**config.mk**
```make
export PLATFORM = sky130hd
export DESIGN_NAME = vn_lut_load_ctrl_flat
export DESIGN_NICKNAME = d
export VERILOG_FILES = /design/src/rtl/vn_lut_load_ctrl_if.sv /design/src/rtl/vn_lut_load_ctrl.sv /design/src/flat_wrapper.sv
export SDC_FILE = /design/constraint.sdc
export NUM_CORES = 1
export LEC_CHECK = 0
export CORE_MARGIN = 5
export CORE_UTILIZATION = 30
export DETAILED_ROUTE_END_ITERATION = 8
export DONT_BUFFER_PORTS = 1
export MAX_ROUTING_LAYER = met4
export SYNTH_ARGS = -nofsm -noshare
export SYNTH_HDL_FRONTEND = slang
export SYNTH_SLANG_ARGS = --single-unit
```
**constraint.sdc**
```tcl
create_clock -name write_clk -period 1.42 [get_ports write_clk]
set_clock_uncertainty 0.1 [all_clocks]
set_input_delay 0.426 -clock write_clk [delete_from_list [all_inputs] [get_ports write_clk]]
set_output_delay 0.426 -clock write_clk [all_outputs]
set_load 0.02 [all_outputs]
```
**src/rtl/vn_lut_load_ctrl_if.sv**
```systemverilog
// Upstream LUT entry stream: one {bank1,bank0} entry per page, valid/ready handshake.
interface vn_lut_load_ctrl_if #(
  parameter int unsigned LUT_PORT_SIZE = 3
);
  logic [2*LUT_PORT_SIZE-1:0] lut_data_in;
  logic                       lut_data_valid;
  logic                       lut_data_ready;

  modport master (
    output lut_data_in,
    output lut_data_valid,
    input  lut_data_ready
  );

  modport slave (
    input  lut_data_in,
    input  lut_data_valid,
    output lut_data_ready
  );
endinterface

```
**src/rtl/vn_lut_load_ctrl.sv**
```systemverilog
// Write-side sequencer for the two-half VN IB-LUT: loads a full page set into the shadow half
// and swaps active/shadow halves on decoder request.
module vn_lut_load_ctrl #(
  parameter int unsigned LUT_PORT_SIZE   = 3,
  parameter int unsigned ENTRY_ADDR      = 5,
  parameter int unsigned MULTI_FRAME_NUM = 2,
  localparam int unsigned PAGE_AW        = ENTRY_ADDR - $clog2(MULTI_FRAME_NUM)
) (
  input  logic                     write_clk,
  input  logic                     rst,
  vn_lut_load_ctrl_if.slave        lut_src,
  input  logic                     load_start,
  input  logic                     swap_req,
  output logic                     swap_ack,
  output logic [LUT_PORT_SIZE-1:0] lut_in_bank0,
  output logic [LUT_PORT_SIZE-1:0] lut_in_bank1,
  output logic [PAGE_AW-1:0]       page_write_addr,
  output logic                     write_addr_offset,
  output logic                     we,
  output logic                     read_addr_offset,
  output logic                     busy,
  output logic                     load_done,
  output logic                     shadow_valid
);

  typedef enum logic [1:0] {StIdle, StLoad, StDone} state_e;

  state_e             state_q;
  logic [PAGE_AW-1:0] page_cnt_q;
  logic               shadow_sel_q;
  logic               ready_q;

  logic swap_go;
  logic read_off_next;
  logic xfer;

  always_comb begin
    swap_go       = (state_q == StIdle) && shadow_valid && swap_req;
    read_off_next = read_addr_offset ^ swap_go;
    xfer          = lut_src.lut_data_valid && ready_q;
  end

  assign lut_src.lut_data_ready = ready_q;
  assign busy                   = (state_q != StIdle);

  always_ff @(posedge write_clk) begin
    if (rst) begin
      state_q           <= StIdle;
      page_cnt_q        <= '0;
      shadow_sel_q      <= 1'b0;
      ready_q           <= 1'b0;
      swap_ack          <= 1'b0;
      lut_in_bank0      <= '0;
      lut_in_bank1      <= '0;
      page_write_addr   <= '0;
      write_addr_offset <= 1'b0;
      we                <= 1'b0;
      read_addr_offset  <= 1'b0;
      load_done         <= 1'b0;
      shadow_valid      <= 1'b0;
    end else begin
      we        <= 1'b0;
      load_done <= 1'b0;
      swap_ack  <= 1'b0;
      unique case (state_q)
        StIdle: begin
          if (swap_go) begin
            read_addr_offset <= ~read_addr_offset;
            swap_ack         <= 1'b1;
            shadow_valid     <= 1'b0;
          end
          // A same-cycle swap retargets the load at the half that was just retired.
          if (load_start) begin
            shadow_sel_q <= ~read_off_next;
            shadow_valid <= 1'b0;
            page_cnt_q   <= '0;
            ready_q      <= 1'b1;
            state_q      <= StLoad;
          end
        end
        StLoad: begin
          if (xfer) begin
            we                <= 1'b1;
            page_write_addr   <= page_cnt_q;
            write_addr_offset <= shadow_sel_q;
            lut_in_bank0      <= lut_src.lut_data_in[LUT_PORT_SIZE-1:0];
            lut_in_bank1      <= lut_src.lut_data_in[2*LUT_PORT_SIZE-1:LUT_PORT_SIZE];
            if (page_cnt_q == '1) begin
              ready_q   <= 1'b0;
              load_done <= 1'b1;
              state_q   <= StDone;
            end else begin
              page_cnt_q <= page_cnt_q + 1'b1;
            end
          end
        end
        StDone: begin
          shadow_valid <= 1'b1;
          state_q      <= StIdle;
        end
        default: begin
          ready_q <= 1'b0;
          state_q <= StIdle;
        end
      endcase
    end
  end

endmodule

```
**src/flat_wrapper.sv**
```systemverilog
// flat-port wrapper written by rule: the top's interface ports become plain ports
module vn_lut_load_ctrl_flat 
#(
  parameter int unsigned LUT_PORT_SIZE   = 3,
  parameter int unsigned ENTRY_ADDR      = 5,
  parameter int unsigned MULTI_FRAME_NUM = 2,
  localparam int unsigned PAGE_AW        = ENTRY_ADDR - $clog2(MULTI_FRAME_NUM)
)
  (write_clk, rst, load_start, swap_req, swap_ack, lut_in_bank0, lut_in_bank1, page_write_addr, write_addr_offset, we, read_addr_offset, busy, load_done, shadow_valid, lut_src_lut_data_in, lut_src_lut_data_valid, lut_src_lut_data_ready);
  vn_lut_load_ctrl_if #(.LUT_PORT_SIZE(LUT_PORT_SIZE)) lut_src_i ();
  input  logic write_clk;
  input  logic rst;
  input  logic load_start;
  input  logic swap_req;
  output logic swap_ack;
  output logic [LUT_PORT_SIZE-1:0] lut_in_bank0;
  output logic [LUT_PORT_SIZE-1:0] lut_in_bank1;
  output logic [PAGE_AW-1:0] page_write_addr;
  output logic write_addr_offset;
  output logic we;
  output logic read_addr_offset;
  output logic busy;
  output logic load_done;
  output logic shadow_valid;
  input wire logic [$bits(lut_src_i.lut_data_in)-1:0] lut_src_lut_data_in;
  input wire logic [$bits(lut_src_i.lut_data_valid)-1:0] lut_src_lut_data_valid;
  output wire logic [$bits(lut_src_i.lut_data_ready)-1:0] lut_src_lut_data_ready;
  assign lut_src_i.lut_data_in = lut_src_lut_data_in;
  assign lut_src_i.lut_data_valid = lut_src_lut_data_valid;
  assign lut_src_lut_data_ready = lut_src_i.lut_data_ready;
  vn_lut_load_ctrl #(.LUT_PORT_SIZE(LUT_PORT_SIZE), .ENTRY_ADDR(ENTRY_ADDR), .MULTI_FRAME_NUM(MULTI_FRAME_NUM)) u_core (.write_clk(write_clk), .rst(rst), .lut_src(lut_src_i), .load_start(load_start), .swap_req(swap_req), .swap_ack(swap_ack), .lut_in_bank0(lut_in_bank0), .lut_in_bank1(lut_in_bank1), .page_write_addr(page_write_addr), .write_addr_offset(write_addr_offset), .we(we), .read_addr_offset(read_addr_offset), .busy(busy), .load_done(load_done), .shadow_valid(shadow_valid));
endmodule
```
==> results of run 1 <==
## area by class of cell
cell class | instances | area, µm² | area share, %
multi-input cells | 75 | 493 | 41.6
flip-flops and latches | 24 | 490 | 41.4
repair buffers | 12 | 105 | 8.88
well taps | 44 | 55.1 | 4.65
clock buffers | 4 | 36.3 | 3.07
inverters | 1 | 3.75 | 0.317
## how the worst min path moves through the flow
stage	start	endpoint	slack, ps
2_1_floorplan	u_core.shadow_sel_q$_SDFFE_PP0P_	u_core.write_addr_offset$_SDFFE_PP0P_	330
3_3_place_gp	u_core.shadow_sel_q$_SDFFE_PP0P_	u_core.write_addr_offset$_SDFFE_PP0P_	360
3_5_place_dp	u_core.shadow_sel_q$_SDFFE_PP0P_	u_core.write_addr_offset$_SDFFE_PP0P_	370
4_1_cts	rst	u_core.state_q[0]$_SDFFE_PP0P_	50
5_1_grt	rst	u_core.page_cnt_q[0]$_SDFFE_PP0P_	30
6_report	rst	u_core.page_cnt_q[0]$_SDFFE_PP0P_	50
## worst reg2reg max path, stage by stage (launching register included)
cell and delay, ps:
dfxtp_4 380, buf_4 140, or3b_4 440, o21ai_4 100, mux2i_1 190
## state kept, by name, summed over array words and instances (netlist names), 2 cells and up
register	cells
u_core.lut_in_bank0	3
u_core.page_write_addr	4
u_core.state_q	2
u_core.page_cnt_q	4
u_core.lut_in_bank1	3
## stage by stage
step | TNS [ps] | instances | utilization, % | worst slack, ps
after CTS | -66.7 | 159 | 36.6 | -66.7
after global placement | 0 | 152 | 34.3 | 91.1
final | -62.8 | 160 | 38.1 | -62.8
after global routing | -167 | 160 | 38.1 | -93.8
after floorplan | 0 | 106 | - | 40.4
after detailed placement | 0 | 152 | 34.3 | 5.71
## cell families after synthesis
logic type                 share of synthesized area [%]
DFF                                                 49.0
xor gates and xnor gates                           0.894
buffers and inverters                               3.96
and+or+nand+nor                                     25.9
adders and majority gates                           1.28
muxes                                               1.02
AOI/OAI and AO/OA                                   17.9
## repair_timing
action,in CTS,in global routing
setup endpoints to repair,3,12
hold buffers,0,0
gates resized for setup,7,12
gates cloned,0,1
pin swaps,1,5
buffers inserted,3,0
## layer usage
metal	track usage (%)	vias up
met1	11.4	348
met3	1.66	6
met2	17.5	13
met5	-	-
li1	-	390
met4	7.09	0
## synthesized netlist by cell type (2+ instances only)
cell,count,area (µm²)
dfxtp_1,24,480
nand2_1,24,90.1
a21oi_1,16,80.1
nand2b_1,4,25.0
clkbuf_1,3,11.3
nor2b_1,3,18.8
nand3_1,2,10.0
nand3b_1,2,15.0
nor2_1,2,7.51
nor3_1,2,10.0
o21ai_0,2,10.0
## power by group through the flow
| stage | Clock [W] | Sequential [W] | Combinational (W) |
|---|---|---|---|
| floorplan | 0 | 0.000720 | 0.0000742 |
| global placement | 0 | 0.000721 | 0.0000776 |
| detailed placement | 0 | 0.000722 | 0.0000792 |
| CTS | 0.000363 | 0.000702 | 0.0000889 |
| global route | 0.000390 | 0.000704 | 0.000105 |
| finish | 0.000352 | 0.000702 | 0.0000954 |
==> results.sh, run 1 <==
export IMPL_outcome="finished with violations"
export IMPL_failed_checks="negative setup slack"
export IMPL_tightestPinTransition_ps=257
export IMPL_setup_worst_path_end="busy"
export IMPL_max_stage_delay_ps=370
export IMPL_fin_crit_ps=1480
export IMPL_grtUsageTotal_pct=10.5
export IMPL_power_switching_w=0.000261
export IMPL_fin_ws_ps=-62.8
export IMPL_setup_worst_path_start="u_core.state_q[0]$_SDFFE_PP0P_"
export IMPL_dpl_hpwl_mm=1.53
export IMPL_root_buffer="clkbuf_4"
export IMPL_grt_max_degree=27
export IMPL_p_int_w=0.000888
export IMPL_slowest_stage="dfxtp_4"
export IMPL_core_um2=3100
export IMPL_netlist_area_um2=980
export IMPL_met2WireLength_mm=1.13
export IMPL_r2r_start="u_core.state_q[1]$_SDFFE_PP0P_"
export IMPL_p_leak_nw=0.435
export IMPL_ir_worst_vdd_v=0.000294
export IMPL_finalSetupViolCount=1
export IMPL_postSynth_asyncResetShare_pct=0
export IMPL_area_growth_pct=20.8
export IMPL_cp_arrival_ps=960
export IMPL_grt_pass1_wl_mm=3.45
export IMPL_cp_required_ps=890
export IMPL_n_fill_cell=326
export IMPL_fin_nets=129
export IMPL_worstRegToRegCells=4
export IMPL_synth_warnings=0
export IMPL_cts_sinks=24
export IMPL_drt_initial_drc_count=27
export IMPL_synth_fp_nets=118
export IMPL_die_w_um=67.1
export IMPL_io_buffer_count=0
export IMPL_crit_chain="or2_4"
export IMPL_overflow=0
export IMPL_power_per_cell_area_nw_per_um2=971
export IMPL_critPathMaxFanout=2
export IMPL_path_delay_family="flip-flops"
export IMPL_slew_violations=0
export IMPL_final_cell_mix="24 x nand2_1, 20 x dfxtp_1, 14 x a21oi_1"
export IMPL_postLayoutCellArea_um2=1180
export IMPL_max_slew_margin_pct=82.8
export IMPL_r2r_slack_ps=10
export IMPL_ys_flop_type="dfxtp_1"
export IMPL_initial_core_util_pct=31.6
export IMPL_hold_path_depth=1
export IMPL_worstSetupEndpointType="output port"
export IMPL_path_depth=1
export IMPL_holdWs_ps=48.0
export IMPL_drt_total_wl_mm=2.20
export IMPL_p_sw_share_pct=22.7
export IMPL_met1_length_um=945
export IMPL_clk_latency_ps=310
export IMPL_max_freq_mhz=674
export IMPL_hold_path_class="in2reg"
export IMPL_drc=0
export IMPL_numCtsBuffers=3
export IMPL_first_global_vias=744
export IMPL_synth_cell_types=33
export IMPL_crit_type="reg2out"
export IMPL_ant_nets=0
export IMPL_n_antenna_cell=0
export IMPL_synth_cells=106
export IMPL_comb_power_share_pct=8.3
export IMPL_fin_crit_sh_pct=104
export IMPL_num_vias=757
export IMPL_placed_cell_area_um2=1060
export IMPL_hold_viol_final=0
export IMPL_path_clk_slew_ps=130
export IMPL_gp_congestion=0.834
export IMPL_cts_buffer_depth=2
export IMPL_ys_ff_latch=24
export IMPL_final_layout_size_suffix_gt1_share_pct=30.2
export IMPL_syn_area_per_cell_um2=9.24
export IMPL_highest_layer="met4"
export IMPL_dr_pass1_iters=4
export IMPL_antenna_found_initial=0
export IMPL_ios=29
export IMPL_synth_edf_count=0
export IMPL_fp_row_count=20
export IMPL_power_total_w=0.00115
export IMPL_dr_wl_met3_um=56
export IMPL_htree_levels=1
export IMPL_cts_tree="yes"
export IMPL_crit_buf_inv=0
export IMPL_r2r_end="u_core.page_cnt_q[1]$_SDFFE_PP0P_"
export IMPL_cap_violations=0
export IMPL_rsz0062_at_grt="yes"
export IMPL_seqPwrFrac_pct=61.1
export IMPL_layout_commonest_cell="nand2_1"
export IMPL_wl_per_cell_um=13.7
export IMPL_p_clk_share_pct=30.6
export IMPL_die_area_um2=4510
export IMPL_synth_yosys_seq_area_share_pct=49.0
export IMPL_viasPerCell=4.73
export IMPL_cp_start_kind="register"
export IMPL_die_h_um=67.1
Power figures use the tool's default switching activity.
==> run 2: changes to the inputs <==
--- a/config.mk
+++ b/config.mk
@@ -10,6 +10,7 @@
 export DETAILED_ROUTE_END_ITERATION = 8
 export DONT_BUFFER_PORTS = 1
 export MAX_ROUTING_LAYER = met4
+export SKIP_CTS_REPAIR_TIMING = 1
 export SYNTH_ARGS = -nofsm -noshare
 export SYNTH_HDL_FRONTEND = slang
 export SYNTH_SLANG_ARGS = --single-unit
==> run 2 against run 1 <==
Against the previous run:
- the run still ends with negative setup slack left
- fmax fell by 1.8%
- wire length increased by 2.9%
- first-iteration DRC count shrank 11%
==> results.sh, run 2 (synthesis gave the netlist of run 1 again) <==
export IMPL_dpl_hpwl_mm=1.53
export IMPL_max_freq_mhz=662
export IMPL_die_area_um2=4510
export IMPL_hold_path_class="in2reg"
export IMPL_utilization_pct=38.3
export IMPL_p_clk_share_pct=30.6
export IMPL_gp_congestion=0.834
export IMPL_worstSetupEndpointType="output port"
export IMPL_final_layout_size_suffix_gt1_share_pct=33.0
export IMPL_fin_ws_ps=-90.0
export IMPL_max_stage_delay_ps=390
export IMPL_postLayoutCellArea_um2=1190
export IMPL_largestRegisters="u_core.page_cnt_q: 4 flops, u_core.page_write_addr: 4 flops"
export IMPL_grtUsageTotal_pct=10.1
export IMPL_overflow=0
export IMPL_ios=29
export IMPL_seqPwrFrac_pct=61.2
export IMPL_slew_violations=0
export IMPL_rsz0062_at_grt="yes"
export IMPL_root_buffer="clkbuf_4"
export IMPL_io_buffer_count=0
export IMPL_crit_chain="or2_4"
export IMPL_power_per_cell_area_nw_per_um2=969
export IMPL_p_sw_share_pct=22.8
export IMPL_fp_row_count=20
export IMPL_failed_checks="negative setup slack"
export IMPL_outcome="finished with violations"
export IMPL_grt_pass1_wl_mm=3.29
export IMPL_die_w_um=67.1
export IMPL_r2r_start="u_core.state_q[1]$_SDFFE_PP0P_"
export IMPL_slowest_stage="dfxtp_4"
export IMPL_met2WireLength_mm=1.20
export IMPL_met1_length_um=947
export IMPL_grt_max_degree=27
export IMPL_drc=0
export IMPL_wl_per_cell_um=14.2
export IMPL_area_growth_pct=21.2
export IMPL_cts_buffer_depth=2
export IMPL_dr_pass1_iters=4
export IMPL_die_h_um=67.1
export IMPL_placed_cell_area_um2=1060
export IMPL_r2r_slack_ps=20
export IMPL_crit_buf_inv=0
export IMPL_final_cell_mix="24 x nand2_1, 20 x dfxtp_1, 10 x a21oi_1"
export IMPL_drt_total_wl_mm=2.26
export IMPL_hold_viol_final=0
export IMPL_tightestPinTransition_ps=268
export IMPL_cts_tree="yes"
export IMPL_clk_latency_ps=310
export IMPL_drt_initial_drc_count=24
export IMPL_layout_commonest_cell="nand2_1"
export IMPL_critPathMaxFanout=7
export IMPL_highest_layer="met4"
export IMPL_htree_levels=1
export IMPL_path_clk_slew_ps=130
export IMPL_path_delay_family="flip-flops"
export IMPL_power_total_w=0.00115
export IMPL_fin_crit_sh_pct=106
export IMPL_n_fill_cell=327
export IMPL_comb_power_share_pct=8.2
export IMPL_p_int_w=0.000889
export IMPL_viasPerCell=4.89
export IMPL_antenna_found_initial=0
export IMPL_p_leak_nw=0.429
export IMPL_cp_required_ps=890
export IMPL_ir_worst_vdd_v=0.000295
export IMPL_crit_type="reg2out"
export IMPL_numCtsBuffers=3
export IMPL_core_um2=3100
export IMPL_n_antenna_cell=0
export IMPL_cts_sinks=24
export IMPL_cp_arrival_ps=980
export IMPL_fin_nets=128
export IMPL_finalSetupViolCount=1
export IMPL_initial_core_util_pct=31.6
export IMPL_max_slew_margin_pct=82.1
export IMPL_ant_nets=0
export IMPL_dr_wl_met3_um=53
export IMPL_cap_violations=0
export IMPL_setup_worst_path_start="u_core.state_q[1]$_SDFFE_PP0P_"
export IMPL_fin_crit_ps=1510
export IMPL_power_switching_w=0.000262
export IMPL_first_global_vias=720
export IMPL_cp_start_kind="register"
export IMPL_hold_start="rst"
export IMPL_num_vias=777
## run 2: routing by layer
layer	global-route usage (%)	vias to the layer above
met3	1.66	8
met2	17.1	15
met5	-	-
met4	7.09	0
met1	10.7	366
li1	-	388
## run 2: power groups by stage
stage                     combinational, W  clock, W  sequential (W)
after global routing              0.000103  0.000390        0.000707
after floorplan                  0.0000742         0        0.000720
after CTS                        0.0000791  0.000363        0.000707
final                            0.0000943  0.000352        0.000704
after global placement           0.0000776         0        0.000721
after detailed placement         0.0000792         0        0.000722
## run 2: layout make-up
class	instances	area (µm²)	area share, %
Clock buffer	4	36.3	3.06
Multi-Input combinational cell	75	508	42.8
Timing Repair Buffer	11	93.8	7.90
Sequential cell	24	490	41.3
Tap cell	44	55.1	4.64
Inverter	1	3.75	0.316
## run 2: path summary, 6_finish.rpt
path / end / cells past startpoint
max: busy / 1
min reg2reg: u_core.write_addr_offset$_SDFFE_PP0P_ / 2
min: u_core.page_cnt_q[0]$_SDFFE_PP0P_ / 1
max reg2reg: u_core.page_cnt_q[3]$_SDFFE_PP0P_ / 4
## run 2: stage by stage
| step | setup slack [ps] | hold slack (ps) | setup TNS (ps) | instances |
|---|---|---|---|---|
| after detailed placement | 5.71 | 365 | 0 | 152 |
| final | -90.0 | 49.9 | -90.0 | 159 |
| after floorplan | 40.4 | 332 | 0 | 106 |
| after CTS | -232 | 54.5 | -271 | 156 |
| after global routing | -119 | 27.4 | -212 | 159 |
| after global placement | 91.1 | 364 | 0 | 152 |
==> run 3: changes to the inputs <==
--- a/config.mk
+++ b/config.mk
@@ -5,11 +5,13 @@
 export SDC_FILE = /design/constraint.sdc
 export NUM_CORES = 1
 export LEC_CHECK = 0
+export ABC_AREA = 1
 export CORE_MARGIN = 5
-export CORE_UTILIZATION = 30
+export CORE_UTILIZATION = 53
 export DETAILED_ROUTE_END_ITERATION = 8
 export DONT_BUFFER_PORTS = 1
 export MAX_ROUTING_LAYER = met4
+export PLACE_DENSITY = 0.71
 export SKIP_CTS_REPAIR_TIMING = 1
 export SYNTH_ARGS = -nofsm -noshare
 export SYNTH_HDL_FRONTEND = slang
==> run 3 against run 2 <==
Against the previous run:
- the flow still finishes with violations (negative setup slack)
- sequential power increased by 4.5%
- utilization increased by 24 points
- highest routed layer unchanged
- register-to-register slack improved by 40 ps
- wire length decreased by 11%
- sequential cell count unchanged
- fmax increased by 4.5%
- combinational power increased by 64%
==> results.sh, run 3 <==
export IMPL_max_stage_delay_ps=390
export IMPL_ys_flop_type="dfxtp_1"
export IMPL_viasPerCell=5.09
export IMPL_gp_congestion=0.867
export IMPL_overflow=0
export IMPL_finalSetupViolCount=1
export IMPL_dp_cells=156
export IMPL_ios=29
export IMPL_cts_sinks=24
export IMPL_synth_most_common_cell="nor2_1"
export IMPL_fin_nets=150
export IMPL_ys_ff_latch=24
export IMPL_power_per_cell_area_nw_per_um2=1090
export IMPL_cap_violations=0
export IMPL_postSynth_asyncResetShare_pct=0
export IMPL_max_freq_mhz=692
export IMPL_io_buffer_count=0
export IMPL_num_vias=819
export IMPL_holdWs_ps=65.3
export IMPL_power_switching_w=0.000316
export IMPL_postLayoutCellArea_um2=1080
export IMPL_synth_cells=130
export IMPL_placed_cell_area_um2=1000
export IMPL_initial_core_util_pct=55.8
export IMPL_p_clk_share_pct=24.3
export IMPL_first_global_vias=710
export IMPL_htree_levels=1
export IMPL_comb_power_share_pct=13.2
export IMPL_utilization_pct=62.5
export IMPL_numCtsBuffers=3
export IMPL_die_area_um2=2770
export IMPL_crit_chain="nor2_4 > inv_2"
export IMPL_synth_fp_nets=142
export IMPL_slowest_stage="dfxtp_4"
export IMPL_failed_checks="negative setup slack"
export IMPL_setup_worst_path_start="u_core.state_q[0]$_SDFFE_PP0P_"
export IMPL_p_leak_nw=0.487
export IMPL_p_int_w=0.000861
export IMPL_cp_arrival_ps=920
export IMPL_antenna_found_initial=0
export IMPL_clk_latency_ps=310
export IMPL_dpl_hpwl_mm=1.42
export IMPL_final_cell_mix="29 x nor2_1, 21 x dfxtp_1, 19 x nand2_1"
export IMPL_ant_nets=0
export IMPL_path_clk_slew_ps=130
export IMPL_fin_crit_ps=1450
export IMPL_core_um2=1730
export IMPL_die_h_um=52.6
export IMPL_layout_cells_non_filler=161
export IMPL_hold_viol_final=0
export IMPL_final_layout_size_suffix_gt1_share_pct=17.6
export IMPL_grt_pass1_wl_mm=2.99
export IMPL_largestRegisters="u_core.page_cnt_q: 4 flops, u_core.page_write_addr: 4 flops"
export IMPL_layout_commonest_cell="nor2_1"
export IMPL_area_growth_pct=12.1
export IMPL_die_w_um=52.6
export IMPL_rsz0062_at_grt="yes"
export IMPL_outcome="finished with violations"
export IMPL_multi_input_area_um2=425
export IMPL_synth_yosys_seq_area_share_pct=49.9
export IMPL_r2r_end="u_core.page_cnt_q[3]$_SDFFE_PP0P_"
export IMPL_p_sw_share_pct=26.9
export IMPL_hold_start="rst"
export IMPL_worstRegToRegCells=7
export IMPL_fin_ws_ps=-25.4
export IMPL_grtUsageTotal_pct=15.4
export IMPL_yosysTopAreaCellShare_pct=49.9
export IMPL_fin_crit_sh_pct=102
export IMPL_synth_warnings=0
export IMPL_cts_buffer_depth=2
export IMPL_regArea_um2=489
export IMPL_cp_start_kind="register"
export IMPL_r2r_start="u_core.state_q[0]$_SDFFE_PP0P_"
export IMPL_synthTopCellsByArea="dfxtp_1 50%, nor2_1 12%, nand2_1 8.2%, o21ai_0 7.8%, inv_1 4.7%"
export IMPL_grt_max_degree=17
export IMPL_drt_total_wl_mm=2.02
export IMPL_cts_tree="yes"
export IMPL_max_slew_margin_pct=72.8
export IMPL_root_buffer="clkbuf_4"
export IMPL_seqPwrFrac_pct=62.5
export IMPL_drt_initial_drc_count=5
export IMPL_netlist_top_cells_count="30 x nor2_1, 24 x dfxtp_1, 21 x nand2_1, 15 x o21ai_0, 12 x inv_1"
export IMPL_drc=0
export IMPL_netlist_area_um2=963
export IMPL_crit_type="reg2out"
export IMPL_n_fill_cell=155
export IMPL_n_antenna_cell=0
export IMPL_worstSetupEndpointType="output port"
export IMPL_synth_cell_types=18
export IMPL_syn_area_per_cell_um2=7.41
export IMPL_dp_slack_ps=19.3
export IMPL_ir_worst_vdd_v=0.000700
export IMPL_synth_edf_count=0
export IMPL_fp_row_count=15
export IMPL_cp_required_ps=890
export IMPL_yosysTopAreaCell="dfxtp_1"
export IMPL_wl_per_cell_um=12.6
export IMPL_tightestPinTransition_ps=408
export IMPL_dr_pass1_iters=4
export IMPL_hold_path_class="in2reg"
export IMPL_setup_worst_path_end="busy"
export IMPL_r2r_slack_ps=60
export IMPL_critPathMaxFanout=4
export IMPL_slew_violations=0
[run 3: cell count changes in the layout (fill, tap and decap cells not counted), sizes merged, moves of 2 or more]
cell / change
nand3: +4
inv: +14
buf: -4
a311oi: -2
nor2b: -3
nand2b: -4
o21ai: +12
a21oi: -10
nor2: +29
[run 3: cell type report]
cell class                 count  area share (%)
clock buffer                   3            2.09
inverter                      15            5.45
multi-input combinational     87            39.4
sequential                    24            45.3
tap                           25            2.90
timing repair buffer           7            4.87
[run 3: cells by family (layout without fill, tap and decap cells)]
logic type / count (synthesis) / in the layout / synth area share, %
flip-flops: 24 / 24 / 49.9
adder cells (fa/ha/maj): 1 / 1 / 1.30
XOR/XNOR: 1 / 1 / 0.909
AND/OR/NAND/NOR: 64 / 64 / 27.9
AO/OA/AOI/OAI: 21 / 21 / 10.9
buffers and inverters: 19 / 25 / 9.09
[run 3: worst max-delay path, delay by kind of cell (launching register included)]
family	cells	cell delay, ps
buf+inv	1	80
flops	1	390
simple gates	1	140
[run 3: per-stage QoR]
stage,setup TNS [ps],power [W]
floorplan,0,0.000849
CTS,-202,0.00116
global placement,0,0.000874
finish,-25.4,0.00118
global route,-103,0.00124
detailed placement,0,0.000878
[run 3: worst min-delay path by stage]
stage,slack (ps),cells after the start,endpoint
6_report,70,1,u_core.we$_SDFF_PP0_
5_1_grt,40,1,u_core.lut_src.lut_data_ready$_SDFFE_PP0P_
2_1_floorplan,360,2,u_core.page_write_addr[3]$_SDFFE_PP0P_
3_3_place_gp,390,2,u_core.write_addr_offset$_SDFFE_PP0P_
4_1_cts,60,1,u_core.we$_SDFF_PP0_
3_5_place_dp,400,1,u_core.we$_SDFF_PP0_
[run 3: power by group through the flow]
stage	Combinational [W]	Clock, W	Sequential [W]
floorplan	0.000102	0	0.000747
global placement	0.000129	0	0.000745
detailed placement	0.000132	0	0.000746
CTS	0.000133	0.000300	0.000731
global route	0.000176	0.000324	0.000740
finish	0.000155	0.000286	0.000736
[run 3: routing by layer]
layer / part of all wire (%) / vias to the layer above / track usage (%)
li1: - / 421 / -
met1: 40 / 364 / 16.0
met2: 49 / 32 / 25.4
met3: 9.7 / 2 / 5.41
met4: 0.84 / 0 / 8.51
met5: 0 / - / -
